==> src/rtl/secure_access_ctrl.sv <==
// secure_access_ctrl: key-gated read/write initiator into a single-port synchronous memory with failure lockout
//   req_*     : valid/ready request in (write flag, address, write data, access key)
//   rsp_*     : valid/ready response out (read data, error code 00 OK / 01 KEY_FAIL / 10 LOCKED)
//   mem_*     : single-cycle memory strobe out, read data back one cycle after mem_en
//   locked    : lockout window active
//   fail_cnt  : consecutive key-failure count
module secure_access_ctrl #(
   parameter int          ADDR_W      = 10,
   parameter int          DATA_W      = 32,
   parameter logic [15:0] KEY         = 16'h0032,
   parameter int          PROT_BASE   = 128,
   parameter int          MAX_FAIL    = 3,
   parameter int          LOCK_CYCLES = 16
) (
   input  logic              clk,
   input  logic              rst,
   input  logic              req_valid,
   output logic              req_ready,
   input  logic              req_write,
   input  logic [ADDR_W-1:0] req_addr,
   input  logic [DATA_W-1:0] req_wdata,
   input  logic [15:0]       req_key,
   output logic              rsp_valid,
   input  logic              rsp_ready,
   output logic [DATA_W-1:0] rsp_rdata,
   output logic [1:0]        rsp_err,
   output logic              mem_en,
   output logic              mem_we,
   output logic [ADDR_W-1:0] mem_addr,
   output logic [DATA_W-1:0] mem_wdata,
   input  logic [DATA_W-1:0] mem_rdata,
   output logic              locked,
   output logic [1:0]        fail_cnt
);
   localparam int CW = $clog2(LOCK_CYCLES + 1);
   typedef enum logic [2:0] {IDLE, DECIDE, MEM, WAIT, RESP} state_t;
   state_t            r_state;
   logic              r_write;
   logic [ADDR_W-1:0] r_addr;
   logic [DATA_W-1:0] r_wdata;
   logic [15:0]       r_key;
   logic              r_req_ready;
   logic              r_rsp_valid;
   logic [DATA_W-1:0] r_rsp_rdata;
   logic [1:0]        r_rsp_err;
   logic              r_mem_en;
   logic              r_mem_we;
   logic [ADDR_W-1:0] r_mem_addr;
   logic [DATA_W-1:0] r_mem_wdata;
   logic [1:0]        r_fail_cnt;
   logic [CW-1:0]     r_lock_cnt;
   logic              w_prot;
   logic              w_key_bad;
   logic              w_locked;
   logic [1:0]        w_fail_nxt;
   assign w_prot     = r_addr > ADDR_W'(PROT_BASE);
   assign w_key_bad  = r_key != KEY;
   assign w_locked   = r_lock_cnt != '0;
   assign w_fail_nxt = r_fail_cnt + 2'd1;
   assign req_ready  = r_req_ready;
   assign rsp_valid  = r_rsp_valid;
   assign rsp_rdata  = r_rsp_rdata;
   assign rsp_err    = r_rsp_err;
   assign mem_en     = r_mem_en;
   assign mem_we     = r_mem_we;
   assign mem_addr   = r_mem_addr;
   assign mem_wdata  = r_mem_wdata;
   assign locked     = w_locked;
   assign fail_cnt   = r_fail_cnt;
   always_ff @(posedge clk or posedge rst) begin
      if (rst) begin
         r_state     <= IDLE;
         r_write     <= 1'b0;
         r_addr      <= '0;
         r_wdata     <= '0;
         r_key       <= '0;
         r_req_ready <= 1'b0;
         r_rsp_valid <= 1'b0;
         r_rsp_rdata <= '0;
         r_rsp_err   <= 2'b00;
         r_mem_en    <= 1'b0;
         r_mem_we    <= 1'b0;
         r_mem_addr  <= '0;
         r_mem_wdata <= '0;
         r_fail_cnt  <= 2'd0;
         r_lock_cnt  <= '0;
      end else begin
         r_mem_en    <= 1'b0;
         r_mem_we    <= 1'b0;
         r_mem_addr  <= '0;
         r_mem_wdata <= '0;
         // lockout timer runs regardless of state; a reload in DECIDE below overrides this
         if (w_locked) r_lock_cnt <= r_lock_cnt - CW'(1);
         case (r_state)
            IDLE: begin
               r_req_ready <= 1'b1;
               if (req_valid && r_req_ready) begin
                  r_write     <= req_write;
                  r_addr      <= req_addr;
                  r_wdata     <= req_wdata;
                  r_key       <= req_key;
                  r_req_ready <= 1'b0;
                  r_state     <= DECIDE;
               end
            end
            DECIDE: begin
               if (w_locked) begin
                  r_rsp_err   <= 2'b10;
                  r_rsp_valid <= 1'b1;
                  r_state     <= RESP;
               end else if (w_prot && w_key_bad) begin
                  r_rsp_err   <= 2'b01;
                  r_rsp_valid <= 1'b1;
                  r_state     <= RESP;
                  if (w_fail_nxt == 2'(MAX_FAIL)) begin
                     r_lock_cnt <= CW'(LOCK_CYCLES);
                     r_fail_cnt <= 2'd0;
                  end else r_fail_cnt <= w_fail_nxt;
               end else begin
                  if (w_prot) r_fail_cnt <= 2'd0;
                  r_mem_en    <= 1'b1;
                  r_mem_we    <= r_write;
                  r_mem_addr  <= r_addr;
                  r_mem_wdata <= r_wdata;
                  r_state     <= MEM;
               end
            end
            MEM: begin
               r_rsp_valid <= r_write;
               r_state     <= r_write ? RESP : WAIT;
            end
            WAIT: begin
               r_rsp_rdata <= mem_rdata;
               r_rsp_valid <= 1'b1;
               r_state     <= RESP;
            end
            RESP: begin
               if (rsp_ready) begin
                  // clearing data/err here keeps rdata at 0 for the next write or error response
                  r_rsp_valid <= 1'b0;
                  r_rsp_rdata <= '0;
                  r_rsp_err   <= 2'b00;
                  r_req_ready <= 1'b1;
                  r_state     <= IDLE;
               end
            end
            default: r_state <= IDLE;
         endcase
      end
   end
endmodule

==> config.mk <==
export PLATFORM = sky130hd
export DESIGN_NAME = secure_access_ctrl
export DESIGN_NICKNAME = d
export VERILOG_FILES = /design/src/rtl/secure_access_ctrl.sv
export SDC_FILE = /design/constraint.sdc
export NUM_CORES = 1
export LEC_CHECK = 0
export CORE_MARGIN = 3
export CORE_UTILIZATION = 49
export DETAILED_ROUTE_END_ITERATION = 7
export PLACE_DENSITY = 0.86
export SLEW_MARGIN = 30
export SYNTH_ARGS = -nofsm -noshare
export SYNTH_HDL_FRONTEND = slang
export SYNTH_SLANG_ARGS = --single-unit
==> constraint.sdc <==
create_clock -name clk -period 14.3 [get_ports clk]
set_clock_uncertainty 0.15 [all_clocks]
set_input_delay 1.43 -clock clk [delete_from_list [all_inputs] [get_ports clk]]
set_output_delay 1.43 -clock clk [all_outputs]
set_load 0.02 [all_outputs]
# Word-level counts from Yosys, hierarchy flattened

Index checks and enable logic that the tools add are counted.

Word-level logic and storage cells: 83
Bits of input ports: 95
Output and inout bits: 83
Register bits: 149

Reductions and logical operators: 16
Bitwise gates (word level): 1
Equality and inequality tests: 9
Multiplexer cells: 39
Magnitude comparators: 1
Add/sub/neg operators: 2

Operators with widths:

| kind                                                                             | number |
|---|---|
| 32-bit 2-to-1 mux                                                                | 4 |
| 32-bit case mux with 2 select lines                                              | 1 |
| 10-bit 2-to-1 mux                                                                | 3 |
| 5-bit 2-to-1 mux                                                                 | 5 |
| 16-bit by 6-bit inequality test with 1-bit output, second input constant         | 1 |
| 3-bit 2-to-1 mux                                                                 | 5 |
| 3-bit case mux with 5 select lines                                               | 1 |
| 2-bit 2-to-1 mux                                                                 | 6 |
| 1-bit 2-to-1 mux                                                                 | 11 |
| 10-bit by 8-bit greater-than comparator with 1-bit output, second input constant | 1 |
| 3-bit AND reduction                                                              | 3 |
| 2-bit AND reduction                                                              | 4 |
| 2-bit nonzero test                                                               | 4 |
| 3-bit by 2-bit equality test with 1-bit output, second input constant            | 2 |
| 5-bit nonzero test                                                               | 1 |
| 5-bit by 1-bit subtractor with 5-bit output, second input constant               | 1 |
| 2-bit inequality test, second input constant                                     | 2 |
| 1-bit case mux with 4 select lines                                               | 1 |
| 2-bit case mux with 2 select lines                                               | 1 |
| 4-bit nonzero test                                                               | 1 |
| 3-bit by 1-bit equality test with 1-bit output, second input constant            | 1 |
| 3-bit equality test, second input constant                                       | 1 |
| 3-bit zero test                                                                  | 1 |
| 3-bit inequality test, second input constant                                     | 1 |
| 5 further kinds                                                                  | 6 |

# Depth between registers and ports, before layout

Gate-level depths: netlist (run 1).

Depth in word-level cells: 6
Gate-level depth with buffers: 8
Depth with buffers taken out: 7

# Worst setup path after synthesis (run 1)

OpenSTA, ideal clock, no wires.

Path kind: register to output
Start point: register r_lock_cnt[0]
End point: output locked
Path slack: 11.338 ns
Path buffers: 0
Cell stages (with the launch flop): 6
Data arrival time: 1.382 ns
Cells stage by stage: dfrtp_1 -> inv_1 -> ha_1 -> or3b_1 -> nor2_2 -> inv_1

Word-level cells in the longest chain between the ends: 1

Ends and longest elaborated chain:

| element                | RTL line | source |
|---|---|---|
| start, declared        | 51       | `logic [CW-1:0] r_lock_cnt;` |
| start signal, assigned | 93       | `if (w_locked) r_lock_cnt <= r_lock_cnt - CW'(1);` |
| start signal, assigned | 116      | `r_lock_cnt <= CW'(LOCK_CYCLES);` |
| 5-bit nonzero test     | 58       | `assign w_locked = r_lock_cnt != '0;` |
| end, declared          | 32       | `output logic locked,` |

No other way between the ends.

# Final worst setup path (run 1)

Ends and elaborated chain as after synthesis.

==> results.md, run 1 <==
* Vias/cell at ~5.1
* Most common cell on crit path: inv_1
* Number of DRC markers in iteration 0 at ~280
* Area leader, netlist: dfrtp_1
* R2r startpoint: r_lock_cnt[0]$_DFF_PP0_
* CP startpoint: r_lock_cnt[0]$_DFF_PP0_
* Unrepaired setup endpoints after global routing: false
* Max VDD drop at 0.1169 mV
* Layout cells sized above 1 at 0.06548
* Die Wd at approximately 110 µm
* Boundary pin count at 178
* Syn avg cell area at 11.21 µm²
* DRC violations left at 0
* Async S/R FF share, synth at 1.000
* Drt total wl at between 10000 and 15000 µm
* Dpl cell area at 7338 µm²
* CTS Hold Bufs at 0
* Grt ovf at 0
* Final min period at 4135 ps
* Setup Crit Path Kind: flip-flop to output port
* Max clock buf depth at 2
* Max Cap Violations at 0
* Clock Pin Slew Worst Setup and Hold Paths at 60 ps
* Antenna diodes at 0
* Synthesis warning total at 0
* P_leak at 3.822 nW
* Rows at 37
* CTS tree: built
* Largest cells by area after synthesis: dfrtp_1, nand2_1, a22o_1, and2_1, clkbuf_1
* Slew Viols, Final at 0
* Power Dens Cells at ~180 nW/µm²
* Crit-path max cell delay at 580 ps
* Routed len/inst at about 17 µm
* Worst-Margin Slew at 805.8 ps
* CP arrival at ~2600 ps
* Run status: finished, final reports clean
* Die area at approximately 12000 µm²
* Synth Instances at between 400 and 500
* Power share of the clock group at 0.333
* Syn nets at slightly below 600
* Initial core utilization at 0.5150
* Sw Ratio at 0.3006
* Vias post-DR at around 4.1k
* Peak Freq at approximately 240 MHz
* Period utilization at 0.2892
* Die Y at ~110 µm
* Setup Viol. Count Final at 0
* Vias in the first global route at 4292
* Largest net degree at the start of global routing at slightly below 80
* Reg2reg path depth at 7
* Post-place setup slack at 10700 ps
* Setup crit start kind: flip-flop
* Req. time, crit path at approximately 13000 ps
* Initial antenna violation count at 0
* Mapped Area at roughly 5500 µm²
* Number of port buffers at approximately 180
* Crit-path max FO at 9
* DP HPWL at around 8900 µm
* First-pass GRT wire length at ~22000 µm
* # Post-CTS Setup Buffers at 0
* Fin. Hold Viols at 0
* Htree depth at 4
* Gpl congestion at 0.7570
* Clock latency on the worst-skew pair at approximately 500 ps
* Synth top area share at 0.6829
* Path type of the worst min-delay path: flip-flop to flip-flop
* Final WS setup at 10170 ps
* P_int at a little under 0.001 W
* Synth Register Bits at around 150
* Combinational power share at 0.240
* GRT Util Overall at 0.2222
* Post-route ant nets at 0
* Setup TNS at 0 ps
* Crit. End Element: output port
* Top_reg_cell synth: dfrtp_1
* Core Area at around 11000 µm²
* Drt first pass iters at 4
* Area growth, synth to finish at 45.90%
* CP max stage cell: clkdlybuf4s50_1
* WHS Path Cells at 2
* Post-synth EDFFs at 0
* Worst-path cell chain: inv_1 > ha_1 > or3b_1 > nor2_2 > inv_1 > clkdlybuf4s50_1
* TritonCTS buffer count at 17
* Crit path to: locked
* # nets final at 758
* Sink Count at 149
* Post-synth cell types at between 40 and 50
* Final Instance Area at about 8000 µm²
* Flop2flop setup slack at around 12000 ps
* Root Buffer: clkbuf_8
* Sequential cell fraction of total power at 0.427
* FF-to-FF End: mem_wdata[8]$_DFF_PP0_
* Slew Limit Headroom at 0.4622
* Post-CTS Resized at 0
* Seq/Total Area, Yosys at 0.6829
* Net Sw Power at 0.0004226 W
[how the worst min path moves through the flow]
stage                     slack [ps]               startpoint                       to
after floorplan                  290     r_key[4]$_DFFE_PP0P_     r_key[4]$_DFFE_PP0P_
after global placement           300  r_wdata[13]$_DFFE_PP0P_  r_wdata[13]$_DFFE_PP0P_
after detailed placement         300  r_wdata[11]$_DFFE_PP0P_  r_wdata[11]$_DFFE_PP0P_
after CTS                        320  r_wdata[15]$_DFFE_PP0P_  r_wdata[15]$_DFFE_PP0P_
after global routing             340  r_wdata[13]$_DFFE_PP0P_  r_wdata[13]$_DFFE_PP0P_
final                            320   r_wdata[3]$_DFFE_PP0P_   r_wdata[3]$_DFFE_PP0P_
[metrics by stage]
step                      hold slack, ps  total power [W]    util  std cells
after floorplan                    286.9        0.0008050       -        487
after global placement             298.8        0.0009163  0.6921        779
after detailed placement           304.1        0.0009385  0.6922        779
after CTS                          318.9         0.001416  0.7510        808
after global routing               335.2         0.001486  0.7514        808
final                              317.3         0.001406  0.7514        808
[cell type report]
class	count	area, µm²
Sequential cell	149	3729
Fill cell	689	2635
Timing Repair Buffer	180	1798
Multi-Input combinational cell	308	1618
Clock buffer	21	449.2
Clock inverter	8	173.9
Tap cell	136	170.2
Inverter	6	28.78
[sequential cells by signal, indices dropped and copies added (netlist names)]
| name | flops |
|---|---|
| rsp_rdata | 32 |
| rsp_err | 2 |
| r_addr | 10 |
| r_key | 16 |
| fail_cnt | 2 |
| r_lock_cnt | 5 |
| rsp_valid | 1 |
| r_wdata | 32 |
| mem_addr | 10 |
| r_write | 1 |
| mem_wdata | 32 |
| req_ready | 1 |
| mem_we | 1 |
| r_state | 3 |
| mem_en | 1 |
[power by group through the flow]
| stage | logic (W) | registers [W] | clock network (W) |
|---|---|---|---|
| 5_1_grt | 0.000378 | 0.000612 | 0.000496 |
| 3_5_place_dp | 0.000335 | 0.000603 | 0 |
| 3_3_place_gp | 0.000320 | 0.000597 | 0 |
| 2_1_floorplan | 0.000195 | 0.000610 | 0 |
| 6_report | 0.000338 | 0.000600 | 0.000469 |
| 4_1_cts | 0.000342 | 0.000599 | 0.000475 |
[per-layer routing]
layer | part of all wire | vias to the layer above | routed length, µm | GRT usage
met4 | 0.019 | 0 | 248 | 0.07786
met2 | 0.54 | 142 | 7280 | 0.3908
met1 | 0.39 | 2036 | 5211 | 0.2658
li1 | - | 1925 | - | -
met5 | 0 | - | 0 | 0
met3 | 0.048 | 20 | 641 | 0.05707
[Yosys cell counts (all sizes together) (3+ instances only)]
cell / instances
a21oi: 6
nor2: 8
o21ai: 3
inv: 5
nand2: 184
a22o: 32
and2: 43
dfrtp: 149
clkbuf: 22
[cell families after synthesis]
logic type                 share of synthesized area
muxes                                       0.004124
and+or+nand+nor                               0.2090
buffers and inverters                        0.02223
DFF                                           0.6829
AOI/OAI and AO/OA                            0.07631
xor gates and xnor gates                    0.003209
adders and majority gates                   0.002291
[cell usage in the layout, fill, tap and decap left out, types with 2 or more instances in the layout]
master and instances:
nand2_1 184, clkdlybuf4s50_1 177, dfrtp_1 149, and2_1 43
a22o_1 32, clkbuf_16 16, nor2_1 6, a21oi_1 5
bufinv_16 5, inv_1 4, o21ai_0 3, clkbuf_8 3
nor4_1 2, nor3_1 2, nor3b_1 2, mux2_2 2
xnor2_1 2, o22ai_1 2, inv_6 2, clkinvlp_4 2
clkbuf_1 2, buf_4 2
[critical path: cells and delay by family (launching register included)]
kind                       cells  cell delay (ps)
buffers and inverters          3              800
DFF                            1              390
adders and majority gates      1              180
and+or+nand+nor                2              660
No activity file was read; power rests on OpenSTA's default activity.
==> run 2, diff against run 1 <==
--- a/config.mk
+++ b/config.mk
@@ -6,9 +6,9 @@
 export NUM_CORES = 1
 export LEC_CHECK = 0
 export CORE_MARGIN = 3
-export CORE_UTILIZATION = 49
+export CORE_UTILIZATION = 41
 export DETAILED_ROUTE_END_ITERATION = 7
-export PLACE_DENSITY = 0.86
+export PLACE_DENSITY = 0.77
 export SLEW_MARGIN = 30
 export SYNTH_ARGS = -nofsm -noshare
 export SYNTH_HDL_FRONTEND = slang
==> constraint.sdc (replaced) <==
create_clock -name clk -period 3.7 [get_ports clk]
set_clock_uncertainty 0.15 [all_clocks]
set_input_delay 0.37 -clock clk [delete_from_list [all_inputs] [get_ports clk]]
set_output_delay 0.37 -clock clk [all_outputs]
set_load 0.02 [all_outputs]
==> run 2 against run 1 <==
  * Sequential share of layout area grew 0.29 points
  * Combinational power grew to 3.8 times the previous value
  * Sequential power rose to 3.9 times the previous value
  * Clock-buffer cell count increased by 5
  * Total power rose to 3.6 times the previous value
  * Via count shrank 1.8%
  * Design area decreased by 0.61%
  * Sequential cell count stayed put
  * Global-route usage down 4.7 points
  * Non-clock buffer count increased by 1
  * Die area grew 18%
  * Critical path type unchanged
  * Critical endpoint unchanged
  * Largest power group unchanged
==> results.md, run 2 (synthesized netlist as in run 1, its figures left out) <==
* Clock Pin Slew Worst Setup and Hold Paths at 60 ps (about the same)
* Core Area at 12820 µm² (+21%)
* Flop2flop setup slack at 970 ps (-10660 ps)
* Boundary pin count at 178 (unchanged)
* Slew Viols, Final at 0 (unchanged)
* Unrepaired setup endpoints after global routing: false
* Drt first pass iters at 4 (unchanged)
* Slew Limit Headroom at 0.4540 (-0.008112)
* CTS Hold Bufs at 0 (unchanged)
* Antenna diodes at 0 (unchanged)
* Root Buffer: clkbuf_16
* Largest net degree at the start of global routing at 73 (-7.6%)
* Period utilization at 0.8090
* WHS Path Cells at 2 (unchanged)
* Worst-path cell chain: inv_1 > ha_1 > or3b_1 > nor2_2 > inv_1 > clkdlybuf4s50_1
* # nets final at 759 (+0.13%)
* Worst-Margin Slew at 817.2 ps (+11.39 ps)
* Post-CTS Resized at 0 (unchanged)
* CP arrival at 2470 ps (-90 ps)
* Gpl congestion at 0.7676 (+1.4%)
* Path type of the worst min-delay path: flip-flop to flip-flop
* Crit. End Element: output port
* Grt ovf at 0 (unchanged)
* Number of DRC markers in iteration 0 at 309 (+12%)
* Most frequent cells in the layout: nand2_1, clkdlybuf4s50_1, dfrtp_1
* Initial antenna violation count at 0 (unchanged)
* Post-route insts no fill at 847 (+4.8%)
* Vias in the first global route at 4099 (-4.5%)
* Setup Crit Path Kind: flip-flop to output port
* Hold_sp: r_wdata[31]$_DFFE_PP0P_
* Max VDD drop at 0.3351 mV (+190%)
* R2r startpoint: r_lock_cnt[0]$_DFF_PP0_
* P_leak at 3.787 nW (-0.92%)
* Post-place setup slack at 972.9 ps (-9727 ps)
* FF-to-FF End: mem_wdata[14]$_DFF_PP0_
* First-pass GRT wire length at 20040 µm (-8.2%)
* Layout cells sized above 1 at 0.06370 (-0.001772)
* GRT Util Overall at 0.1748 (-0.04741)
* Dpl cell area at 7402 µm² (+0.87%)
* Htree depth at 4 (unchanged)
* Power Dens Cells at 643.3 nW/µm² (+260%)
* Setup TNS at 0 ps (unchanged)
* # placed instances at 816 (+4.7%)
* # Post-CTS Setup Buffers at 0 (unchanged)
* Die Wd at 121.4 µm (+8.8%)
* Max Cap Violations at 0 (unchanged)
* Peak Freq at 334.1 MHz
* Area growth, synth to finish at 45.00%
* Final WS setup at 706.7 ps (-9458 ps)
* TritonCTS buffer count at 17 (unchanged)
* DP HPWL at 8774 µm (-0.91%)
* DRC violations left at 0 (unchanged)
* Max clock buf depth at 2 (unchanged)
* Routed len/inst at 15.04 µm (-9.2%)
* Fin. Hold Viols at 0 (unchanged)
* Final min period at about 3000 ps
* Reg2reg path depth at 7 (unchanged)
* Initial core utilization at 0.4258 (-0.08929)
* Setup crit start kind: flip-flop
* Vias post-DR at 4047 (-1.8%)
* Crit-path max FO at 9 (unchanged)
* Final Instance Area at 7918 µm² (-0.61%)
* Die area at 14740 µm² (+18%)
* Rows at 41 (+11%)
* Most common cell on crit path: inv_1
* Req. time, crit path at 3180 ps (-9540 ps)
* Commonest non-fill, non-tap cell in the layout: nand2_1
* Worst path bufs/invs at 3 (unchanged)
* CP max stage cell: clkdlybuf4s50_1
* Sink Count at 149 (unchanged)
* Number of port buffers at 177 (unchanged)
* Clock latency on the worst-skew pair at 410 ps (-100 ps)
* Vias/cell at 4.778 (-6.4%)
* Crit-path max cell delay at 580 ps (about the same)
* Post-route ant nets at 0 (unchanged)
* Die Y at 121.4 µm (+8.8%)
* Run status: finished, final reports clean
* Drt total wl at 12740 µm (-4.8%)
* Hold Path Sink: r_wdata[31]$_DFFE_PP0P_
* CTS tree: built
* Setup Viol. Count Final at 0 (unchanged)
* Cell family contributing the most delay on the critical path: buffers and inverters
## run 2: worst max-delay path by stage
stage | start | to | cells past startpoint | slack [ps]
6_report | r_lock_cnt[0]$_DFF_PP0_ | locked | 6 | 710
2_1_floorplan | rst | fail_cnt[0]$_DFFE_PP0P_ | 1 | 1310
3_3_place_gp | r_lock_cnt[0]$_DFF_PP0_ | mem_wdata[30]$_DFF_PP0_ | 7 | 1130
3_5_place_dp | r_lock_cnt[0]$_DFF_PP0_ | mem_wdata[14]$_DFF_PP0_ | 7 | 970
4_1_cts | r_lock_cnt[0]$_DFF_PP0_ | locked | 6 | 680
5_1_grt | r_lock_cnt[0]$_DFF_PP0_ | locked | 6 | 590
## run 2: area by class of cell
cell class                      count  area (µm²)
Clock buffer                       26       489.2
Fill cell                        1032        4907
Sequential cell                   149        3729
Inverter                            6       27.53
Tap cell                          172       215.2
Multi-Input combinational cell    308        1618
Clock inverter                      5       25.02
Timing Repair Buffer              181        1814
## run 2: metrics by stage
step	power (W)	util	hold slack, ps
5_1_grt	0.005403	0.6174	326.6
3_5_place_dp	0.003629	0.5772	304.6
3_3_place_gp	0.003552	0.5771	299.2
4_1_cts	0.005156	0.6173	319.4
6_report	0.005094	0.6174	314.9
2_1_floorplan	0.003112	-	286.9
## run 2: worst min-delay path, cell delays in order (launching register included)
cell and delay, ps:
dfrtp_1 330, nand2_1 50, nand2_1 50
## run 2: where the power goes
part | internal, W | switching (W)
registers | 0.00205 | 0.000259
logic | 0.000557 | 0.000728
clock network | 0.000900 | 0.000596
## run 2: layer usage
layer | routed length, µm | GRT usage | vias to the layer above | part of all wire
met5 | 0 | 0 | - | 0
met4 | 261 | 0.08193 | 0 | 0.020
met3 | 630 | 0.04056 | 22 | 0.049
met2 | 6820 | 0.3060 | 117 | 0.54
met1 | 5030 | 0.2021 | 1980 | 0.39
li1 | - | - | 1928 | -
==> run 3, diff against run 2 <==
==> constraint.sdc (replaced) <==
create_clock -name clk -period 2.65 [get_ports clk]
set_clock_uncertainty 0.15 [all_clocks]
set_input_delay 0.265 -clock clk [delete_from_list [all_inputs] [get_ports clk]]
set_output_delay 0.265 -clock clk [all_outputs]
set_load 0.02 [all_outputs]
==> run 3 against run 2 <==
  * Wire length rose by 0.81%
  * Register-to-register slack got worse by 690 ps
  * Cell count rose by 0.71%
  * Largest power group unchanged
==> results.md, run 3 (synthesized netlist as in run 1, its figures left out) <==
* DP HPWL at 9068 µm (+3.4%)
* Final min period at ~2500 ps
* Setup TNS at 0 ps (unchanged)
* Commonest non-fill, non-tap cell in the layout: nand2_1
* Number of DRC markers in iteration 0 at 291 (-5.8%)
* Clock Pin Slew Worst Setup and Hold Paths at 60 ps (about the same)
* # placed instances at 822 (+0.74%)
* Grt ovf at 0 (unchanged)
* Post-route insts no fill at 853 (+0.71%)
* Unrepaired setup endpoints after global routing: false
* Vias post-DR at 4194 (+3.6%)
* Filler cells at 1027 (-0.48%)
* Crit path to: locked
* Clock latency on the worst-skew pair at 410 ps (about the same)
* CTS tree: built
* Number of port buffers at 177 (unchanged)
* Setup crit start kind: flip-flop
* Vias/cell at 4.917 (+2.9%)
* Sink Count at 149 (unchanged)
* Gpl congestion at 0.7841 (+2.1%)
* Worst-Margin Slew at 635.4 ps (-181.8 ps)
* R2r startpoint: r_lock_cnt[0]$_DFF_PP0_
* # nets final at 766 (+0.92%)
* TritonCTS buffer count at 17 (unchanged)
* Top Metal Used: met4
* Req. time, crit path at 2240 ps (-940 ps)
* Routed len/inst at 15.06 µm (about the same)
* DRC violations left at 0 (unchanged)
* Worst path bufs/invs at 3 (unchanged)
* GRT Util Overall at 0.1801 (+0.005354)
* Crit. End Element: output port
* Path type of the worst min-delay path: primary input to async pin
* Antenna diodes at 0 (unchanged)
* Crit-path max FO at 3 (-6)
* FF-to-FF End: fail_cnt[1]$_DFFE_PP0P_
* Cell family contributing the most delay on the critical path: simple AND/OR/NAND/NOR gates
* Peak Freq at about 410 MHz
* Rows at 41 (unchanged)
* Drt total wl at 12850 µm (+0.81%)
* Flop2flop setup slack at 280 ps (-690 ps)
* Crit-path max cell delay at 420 ps (-160 ps)
* CP max stage cell: or3b_1
* Max clock buf depth at 2 (unchanged)
* Post-route ant nets at 0 (unchanged)
* Area growth, synth to finish at 46.63%
* Met1 Wirelength at 4946 µm (-1.7%)
* Drt first pass iters at 5 (+1)
* Layout cells sized above 1 at 0.07048 (+0.006781)
* Most common cell on crit path: inv_1
* Most frequent cells in the layout: nand2_1, clkdlybuf4s50_1, dfrtp_1
* Die Wd at 121.4 µm (unchanged)
* Core Area at 12820 µm² (unchanged)
* CP arrival at 2040 ps (-430 ps)
* Htree depth at 4 (unchanged)
* Reg2reg path depth at 8 (+1)
* Die area at 14740 µm² (unchanged)
* Root Buffer: clkbuf_16
* Die Y at 121.4 µm (unchanged)
* First-pass GRT wire length at 20760 µm (+3.6%)
* Largest net degree at the start of global routing at 125 (+71%)
* Period utilization at 0.9281
* Setup Viol. Count Final at 0 (unchanged)
* Vias in the first global route at 4312 (+5.2%)
* Max Cap Violations at 0 (unchanged)
* P_leak at 3.829 nW (+1.1%)
* Slew Viols, Final at 0 (unchanged)
* Slew Limit Headroom at 0.5764 (+0.1224)
* Power Dens Cells at 907.9 nW/µm² (+41%)
* Run status: finished, final reports clean
* Boundary pin count at 178 (unchanged)
* Initial core utilization at 0.4258 (unchanged)
* Max VDD drop at 0.4896 mV (+46%)
* Routed met2 length at 6828 µm (+0.12%)
* CTS Hold Bufs at 0 (unchanged)
* CP Depth at 6 (unchanged)
* CP startpoint: r_lock_cnt[0]$_DFF_PP0_
* Hold WS at 173.2 ps (-141.7 ps)
* Initial antenna violation count at 0 (unchanged)
* Setup Crit Path Kind: flip-flop to output port
* Worst-path cell chain: inv_1 > ha_1 > or3b_1 > nor2_4 > inv_1 > dlygate4sd2_1
* Metal3 WL at 696 µm (+10%)
* Fin. Hold Viols at 0 (unchanged)
run 3: layout make-up:
| type | instances | area [µm²] | share of cell area |
|---|---|---|---|
| Clock inverter | 4 | 47.55 | 0.005938 |
| Multi-Input combinational cell | 308 | 1622 | 0.2025 |
| Tap cell | 172 | 215.2 | 0.02688 |
| Timing Repair Buffer | 188 | 1878 | 0.2346 |
| Sequential cell | 149 | 3729 | 0.4657 |
| Inverter | 6 | 26.28 | 0.003282 |
| Clock buffer | 26 | 489.2 | 0.06110 |
run 3: tightest hold or removal path: stages:
cell and delay, ps:
clkdlybuf4s50_1 440, clkinvlp_4 110, buf_4 320
run 3: per-layer routing:
metal,vias up,global-route usage
met5,-,0
met4,0,0.08824
met3,36,0.04149
met2,153,0.3212
met1,2050,0.2016
li1,1955,-
run 3: power by group:
| group | total, W | switching, W | internal [W] |
|---|---|---|---|
| Combinational | 0.00185 | 0.00103 | 0.000819 |
| Sequential | 0.00324 | 0.000373 | 0.00287 |
| Clock | 0.00217 | 0.000823 | 0.00135 |
run 3: what timing repair did:
item	4_1_cts	5_1_grt
setup buffers	0	1
gates resized for setup	2	0
endpoints found under the setup margin	1	1
pin swaps	0	1
cloned	0	0
run 3: per-stage QoR:
stage	power [W]	cell area (µm²)	setup slack [ps]	utilization
floorplan	0.004345	5464	360.0	-
detailed placement	0.005123	7458	254.7	0.5816
finish	0.007269	8006	190.6	0.6243
global placement	0.005004	7458	353.6	0.5816
global route	0.007739	8006	95.69	0.6243
CTS	0.007338	7999	79.84	0.6237
run 3: worst min path at each step:
stage                                      endpoint  slack [ps]               startpoint
final                     rsp_rdata[21]$_DFFE_PP0P_         170                      rst
after global routing      rsp_rdata[21]$_DFFE_PP0P_         210                      rst
after CTS                 rsp_rdata[25]$_DFFE_PP0P_         170                      rst
after detailed placement    r_wdata[31]$_DFFE_PP0P_         310  r_wdata[31]$_DFFE_PP0P_
after global placement       r_wdata[0]$_DFFE_PP0P_         300   r_wdata[0]$_DFFE_PP0P_
after floorplan               r_addr[0]$_DFFE_PP0P_         220              req_addr[0]
